## config.mk

```make
export PLATFORM = sky130hd
export DESIGN_NAME = rom_download_router
export DESIGN_NICKNAME = d
export VERILOG_FILES = /design/src/rtl/rom_download_router.sv
export SDC_FILE = /design/constraint.sdc
export NUM_CORES = 1
export LEC_CHECK = 0
export ABC_CLOCK_PERIOD_IN_PS = 2000
export BUFFER_PORTS_ARGS = -buffer_cell sky130_fd_sc_hd__buf_2
export CAP_MARGIN = 10
export CORE_MARGIN = 1
export CORE_UTILIZATION = 30
export CTS_CLUSTER_DIAMETER = 40
export DETAILED_ROUTE_END_ITERATION = 6
export GPL_TIMING_DRIVEN = 0
export PLACE_DENSITY = 0.53
export SLEW_MARGIN = 25
export SYNTH_ARGS = -nofsm -noshare
export SYNTH_HDL_FRONTEND = slang
export SYNTH_SLANG_ARGS = --single-unit
```

## constraint.sdc

```tcl
create_clock -name clk_sys -period 2 [get_ports clk_sys]
set_input_delay 0.2 -clock clk_sys [delete_from_list [all_inputs] [get_ports clk_sys]]
set_output_delay 0.2 -clock clk_sys [all_outputs]
set_load 0.02 [all_outputs]
```

## src/rtl/rom_download_router.sv

```systemverilog
`default_nettype none
// ============================================================================
//  Module   : rom_download_router
//  Brief    : Splits 16-bit HPS download words into byte writes, routes each
//             byte to a ROM/PROM write port by address, throttles the HPS and
//             holds the core in reset during and after a download.
//             Optional feature macro: ROM_ROUTER_CHECKSUM_EN (byte checksum).
//  Revision : 1.0 - initial release
// ============================================================================
module rom_download_router #(
    parameter int HOLD_CYCLES = 16
) (
    input  logic        clk_sys,
    input  logic        reset_n,
    input  logic        ioctl_download,
    input  logic        ioctl_wr,
    input  logic [26:0] ioctl_addr,
    input  logic [15:0] ioctl_dout,
    output logic        ioctl_wait,
    output logic [15:0] rom_addr,
    output logic [7:0]  rom_data,
    output logic        cpu_rom_we,
    output logic        gfx_rom_we,
    output logic        pal_prom_we,
    output logic        lut_prom_we,
    output logic        core_reset_n,
    output logic        dl_done,
    output logic        overflow,
    output logic [7:0]  checksum
);

    localparam logic [1:0] c_st_idle  = 2'd0;
    localparam logic [1:0] c_st_wr_lo = 2'd1;
    localparam logic [1:0] c_st_wr_hi = 2'd2;

    localparam logic [7:0] c_hold_cycles = 8'(HOLD_CYCLES);

    // One-hot select {lut, pal, gfx, cpu}; all-zero means the byte is out of map
    function automatic logic [3:0] f_decode(input logic [15:0] a, input logic hi);
        f_decode = 4'b0000;
        if (!hi) begin
            if (a < 16'h8000)      f_decode = 4'b0001;
            else if (a < 16'hA000) f_decode = 4'b0010;
            else if (a < 16'hA020) f_decode = 4'b0100;
            else if (a < 16'hA120) f_decode = 4'b1000;
        end
    endfunction

    logic [1:0]  r_state;
    logic [14:0] r_addr;
    logic [15:0] r_dout;
    logic        r_hi;
    logic        r_dl_prev;
    logic        r_pend;
    logic [7:0]  r_cnt;
    logic        r_wait;
    logic [15:0] r_rom_addr;
    logic [7:0]  r_rom_data;
    logic [3:0]  r_we;
    logic        r_core_rst_n;
    logic        r_dl_done;
    logic        r_overflow;

    logic [1:0]  w_state_nxt;
    logic        w_latch;
    logic        w_byte_vld;
    logic [15:0] w_byte_addr;
    logic [7:0]  w_byte_data;
    logic        w_byte_hi;
    logic [3:0]  w_we_nxt;
    logic        w_oob;
    logic        w_rise;
    logic        w_fall;
    logic        w_force;
    logic        w_done_evt;
    logic        w_pend_nxt;
    logic [7:0]  w_cnt_nxt;
    logic        w_unused_addr0;

    assign w_unused_addr0 = ioctl_addr[0];

    // Next state and the byte to present in the coming cycle
    always_comb begin
        w_state_nxt = r_state;
        w_latch     = 1'b0;
        w_byte_vld  = 1'b0;
        w_byte_addr = 16'h0000;
        w_byte_data = 8'h00;
        w_byte_hi   = 1'b0;
        case (r_state)
            c_st_idle: begin
                if (ioctl_download && ioctl_wr) begin
                    w_state_nxt = c_st_wr_lo;
                    w_latch     = 1'b1;
                    w_byte_vld  = 1'b1;
                    w_byte_addr = {ioctl_addr[15:1], 1'b0};
                    w_byte_data = ioctl_dout[7:0];
                    w_byte_hi   = |ioctl_addr[26:16];
                end
            end
            c_st_wr_lo: begin
                w_state_nxt = c_st_wr_hi;
                w_byte_vld  = 1'b1;
                w_byte_addr = {r_addr, 1'b1};
                w_byte_data = r_dout[15:8];
                w_byte_hi   = r_hi;
            end
            c_st_wr_hi: begin
                w_state_nxt = c_st_idle;
            end
            default: begin
                w_state_nxt = c_st_idle;
            end
        endcase
    end

    assign w_we_nxt = w_byte_vld ? f_decode(w_byte_addr, w_byte_hi) : 4'b0000;
    assign w_oob    = w_byte_vld && (w_we_nxt == 4'b0000);

    assign w_rise = ioctl_download && !r_dl_prev;
    assign w_fall = !ioctl_download && r_dl_prev;

    // A fall seen mid-word is remembered until the FSM lands back in idle
    assign w_done_evt = (w_fall || r_pend) && (w_state_nxt == c_st_idle);
    assign w_pend_nxt = (w_fall || r_pend) && (w_state_nxt != c_st_idle);

    assign w_force   = ioctl_download || (r_state != c_st_idle);
    assign w_cnt_nxt = w_force ? c_hold_cycles :
                       (r_cnt != 8'd0) ? (r_cnt - 8'd1) : 8'd0;

    always_ff @(posedge clk_sys or negedge reset_n) begin
        if (!reset_n) begin
            r_state      <= c_st_idle;
            r_addr       <= '0;
            r_dout       <= '0;
            r_hi         <= 1'b0;
            r_dl_prev    <= 1'b0;
            r_pend       <= 1'b0;
            r_cnt        <= c_hold_cycles;
            r_wait       <= 1'b0;
            r_rom_addr   <= '0;
            r_rom_data   <= '0;
            r_we         <= '0;
            r_core_rst_n <= 1'b0;
            r_dl_done    <= 1'b0;
            r_overflow   <= 1'b0;
        end else begin
            r_state <= w_state_nxt;
            if (w_latch) begin
                r_addr <= ioctl_addr[15:1];
                r_dout <= ioctl_dout;
                r_hi   <= |ioctl_addr[26:16];
            end
            r_wait <= (w_state_nxt != c_st_idle);
            if (w_byte_vld) begin
                r_rom_addr <= w_byte_addr;
                r_rom_data <= w_byte_data;
            end
            r_we         <= w_we_nxt;
            r_dl_prev    <= ioctl_download;
            r_pend       <= w_pend_nxt;
            r_dl_done    <= w_done_evt;
            r_cnt        <= w_cnt_nxt;
            // Registered against the next count so the rise lands HOLD_CYCLES after release
            r_core_rst_n <= !w_force && (w_cnt_nxt == 8'd0);
            if (w_rise)
                r_overflow <= 1'b0;
            else if (w_oob)
                r_overflow <= 1'b1;
        end
    end

`ifdef ROM_ROUTER_CHECKSUM_EN
    logic [7:0] r_checksum;

    // Accumulates the byte presented with a write enable, one cycle after it
    always_ff @(posedge clk_sys or negedge reset_n) begin
        if (!reset_n)
            r_checksum <= 8'h00;
        else if (w_rise)
            r_checksum <= 8'h00;
        else if (|r_we)
            r_checksum <= r_checksum + r_rom_data;
    end

    assign checksum = r_checksum;
`else
    assign checksum = 8'h00;
`endif

    assign ioctl_wait   = r_wait;
    assign rom_addr     = r_rom_addr;
    assign rom_data     = r_rom_data;
    assign cpu_rom_we   = r_we[0];
    assign gfx_rom_we   = r_we[1];
    assign pal_prom_we  = r_we[2];
    assign lut_prom_we  = r_we[3];
    assign core_reset_n = r_core_rst_n;
    assign dl_done      = r_dl_done;
    assign overflow     = r_overflow;

endmodule
`default_nettype wire

```

==> impl_metrics.json <==
{
  "netlist_area_sq_um": 3030,
  "finalHoldViolations": 0,
  "tightest_slew_ps": 798,
  "dr.pass1.iters": 4,
  "grt_setup_unrepaired": "yes",
  "ctsRootBufferMaster": "clkbuf_8",
  "status": "finished, violations left",
  "diodes": 0,
  "fp.dieW_microns": 102,
  "period_minus_slack_ps": 2110,
  "cts_tree": "built",
  "setup_violations": 1,
  "yosys_warnings": 0,
  "slew_headroom_pct": 46.4,
  "cp-start-kind": "flop",
  "cts.clk_slew.worst_paths_ps": 90,
  "multiInputGateArea_sq_um": 1270,
  "start_util_pct": 31.0,
  "routed_wl_microns": 8000,
  "grt_max_degree": 42,
  "synth_edf_count": 0,
  "maxSlewViolCount": 0,
  "ff2ff_path_depth": 6,
  "fin_ws_ps": -109,
  "skew_ps": 14.2,
  "synth.distinct_cells": 43,
  "worstSetupEndpoint": "core_reset_n",
  "fillers": 1020,
  "crit_fanout": 2,
  "ys_seq_elements": 68,
  "critical_path_class": "reg2reg",
  "hpwl_microns": 5700,
  "peakVddDrop_uv": 388,
  "r2r_slack_ps": -110,
  "hold_ws_ps": 36.5,
  "arrival_ps": 2370,
  "drv_cap": 0,
  "drive_above_1_share_pct": 32.2,
  "clock_sinks": 68,
  "required_ps": 2260,
  "fmax_mhz": 474,
  "die_h_microns": 102,
  "detail_route.vias_per_cell": 4.62,
  "yosysSeqAreaShare_pct": 56.2,
  "h-tree-depth": 3,
  "avgSynthCellArea_sq_um": 9.53,
  "synthCells": 318,
  "power.density_nw_per_um2": 1010,
  "violations": "setup timing",
  "fin_crit_sh_pct": 105,
  "nets": 476,
  "core_area_sq_um": 9770,
  "area_growth_pct": 33.2,
  "ios": 87,
  "worstReg2RegEnd": "core_reset_n",
  "cp-startpoint": "r_cnt[2]",
  "port_buffers": 77,
  "grt_pass1_vias": 2470,
  "cts_buffers": 9,
  "grt_pass1_wl_microns": 12700,
  "clock_path_buffers": 2,
  "regArea_sq_um": 1700,
  "drt_iter0_markers": 69,
  "r2r-start": "r_cnt[2]",
  "ys_async_sr_fraction_pct": 100,
  "num_vias": 2610,
  "overflow": 0,
  "p_leak_nw": 2.03,
  "antenna_found_initial": 0,
  "worstSkewPairLatency_ps": 340,
  "place.gp.congestion": 0.823,
  "grt.total_usage_pct": 16.3,
  "wl_per_cell_microns": 14.2,
  "drc_errors": 0,
  "rows": 36,
  "drtAntennaViolNets": 0,
  "hold_path_class": "in2reg",
  "end_kind": "flop",
  "fin_tns_setup_ps": -109,
  "synthFlopType": "dfrtp_1",
  "die_area_sq_um": 10500
}
[stage by stage]
stage / instances / util, % / setup WS [ps] / total power, mW / area, sq um
after global placement: 535 / 36.9 / -504 / 2.81 / 3610
after floorplan: 325 / - / -33.3 / 2.47 / 3060
after global routing: 565 / 41.3 / -197 / 4.35 / 4030
after CTS: 562 / 40.7 / -201 / 4.09 / 3980
after detailed placement: 536 / 37.1 / -519 / 2.84 / 3630
final: 565 / 41.3 / -109 / 4.08 / 4030
[state kept, by name, indices dropped and copies added, names as in the netlist]
| name | cells |
|---|---|
| r_dl_prev | 1 |
| r_addr | 15 |
| rom_data | 8 |
| ioctl_wait | 1 |
| r_we | 4 |
| r_hi | 1 |
| r_dout | 8 |
| r_pend | 1 |
| core_reset_n | 1 |
| overflow | 1 |
| dl_done | 1 |
| rom_addr | 16 |
| r_state | 2 |
| r_cnt | 8 |
[routing by layer]
layer	part of all wire [%]	GRT usage, %
met1	48	22.1
met2	47	25.2
met3	2.8	3.42
met4	1.7	7.03
met5	0	0
[synth_stat cells (3+ instances only)]
cell / n / area [sq um]
nor3_1: 4 / 20.0
a21oi_1: 4 / 20.0
clkbuf_1: 11 / 41.3
a22oi_1: 23 / 173
nand2_1: 103 / 387
xnor2_1: 3 / 26.3
nand3_1: 7 / 35.0
or4_1: 4 / 30.0
inv_1: 9 / 33.8
buf_4: 10 / 75.1
nor2_1: 14 / 52.6
nor3b_1: 3 / 22.5
a21o_1: 3 / 22.5
o21ai_0: 16 / 80.1
dfrtp_1: 67 / 1680
[where the power goes]
part	leakage, nW	internal [mW]	switching (mW)
combinational	1.08	0.454	0.626
clock	0.0995	0.621	0.551
sequential	0.856	1.64	0.187
[cells in the final DEF (no fill, tap or decap), types with 3 or more instances in the layout]
cell type,count
nor2_1,13
o21ai_0,15
nand3_1,7
clkbuf_8,10
nor3b_1,3
clkbuf_1,9
a21o_1,3
buf_2,77
conb_1,8
nor3_1,4
dfrtp_1,66
nand2_1,103
or4_1,3
a21oi_2,3
inv_1,7
buf_4,20
xnor2_1,3
a22oi_1,23
[layout make-up]
| cell class | instances | area share (%) |
|---|---|---|
| Sequential cell | 68 | 42.2 |
| Multi-Input combinational cell | 225 | 31.6 |
| Timing Repair Buffer | 91 | 12.7 |
| Tap cell | 133 | 4.13 |
| Clock buffer | 10 | 3.41 |
| Buffer | 23 | 3.35 |
| Clock inverter | 6 | 1.77 |
| Inverter | 9 | 0.837 |
[worst max-delay path, cell delays in order (launching register included)]
cell     delay, ps
dfrtp_1        390
or4_4          560
o41ai_4        250
buf_4          170
a21oi_2         30
or4_4          530
nor3_2         110
[cells by family (layout without fill, tap and decap cells)]
| family | after synthesis | count (layout) | share of synthesized area [%] |
|---|---|---|---|
| AOI/OAI and AO/OA | 59 | 59 | 13.9 |
| xor gates and xnor gates | 3 | 3 | 0.868 |
| adders and majority gates | 2 | 2 | 0.826 |
| buffers and inverters | 32 | 139 | 5.25 |
| DFF | 68 | 68 | 56.2 |
| other | 1 | 8 | 0.124 |
| and+or+nand+nor | 153 | 153 | 22.8 |
[repair_timing]
action,in CTS,in global routing
endpoints found under the setup margin,27,3
cloned,1,0
hold buffers,2,0
gates resized for setup,14,10
setup buffers,7,3
endpoints found under the hold margin,27,0
pin swaps,4,5
[worst min-delay path by stage]
stage                   startpoint           end  slack, ps  depth (start not counted)
floorplan                  reset_n  core_reset_n       -100                          0
global placement    ioctl_download     r_dl_prev        320                          1
detailed placement         reset_n       dl_done        150                          1
CTS                 ioctl_dout[10]    r_dout[10]         30                          3
global route        ioctl_dout[10]    r_dout[10]         20                          3
finish              ioctl_dout[10]    r_dout[10]         40                          3
Power figures use the tool's default switching activity.
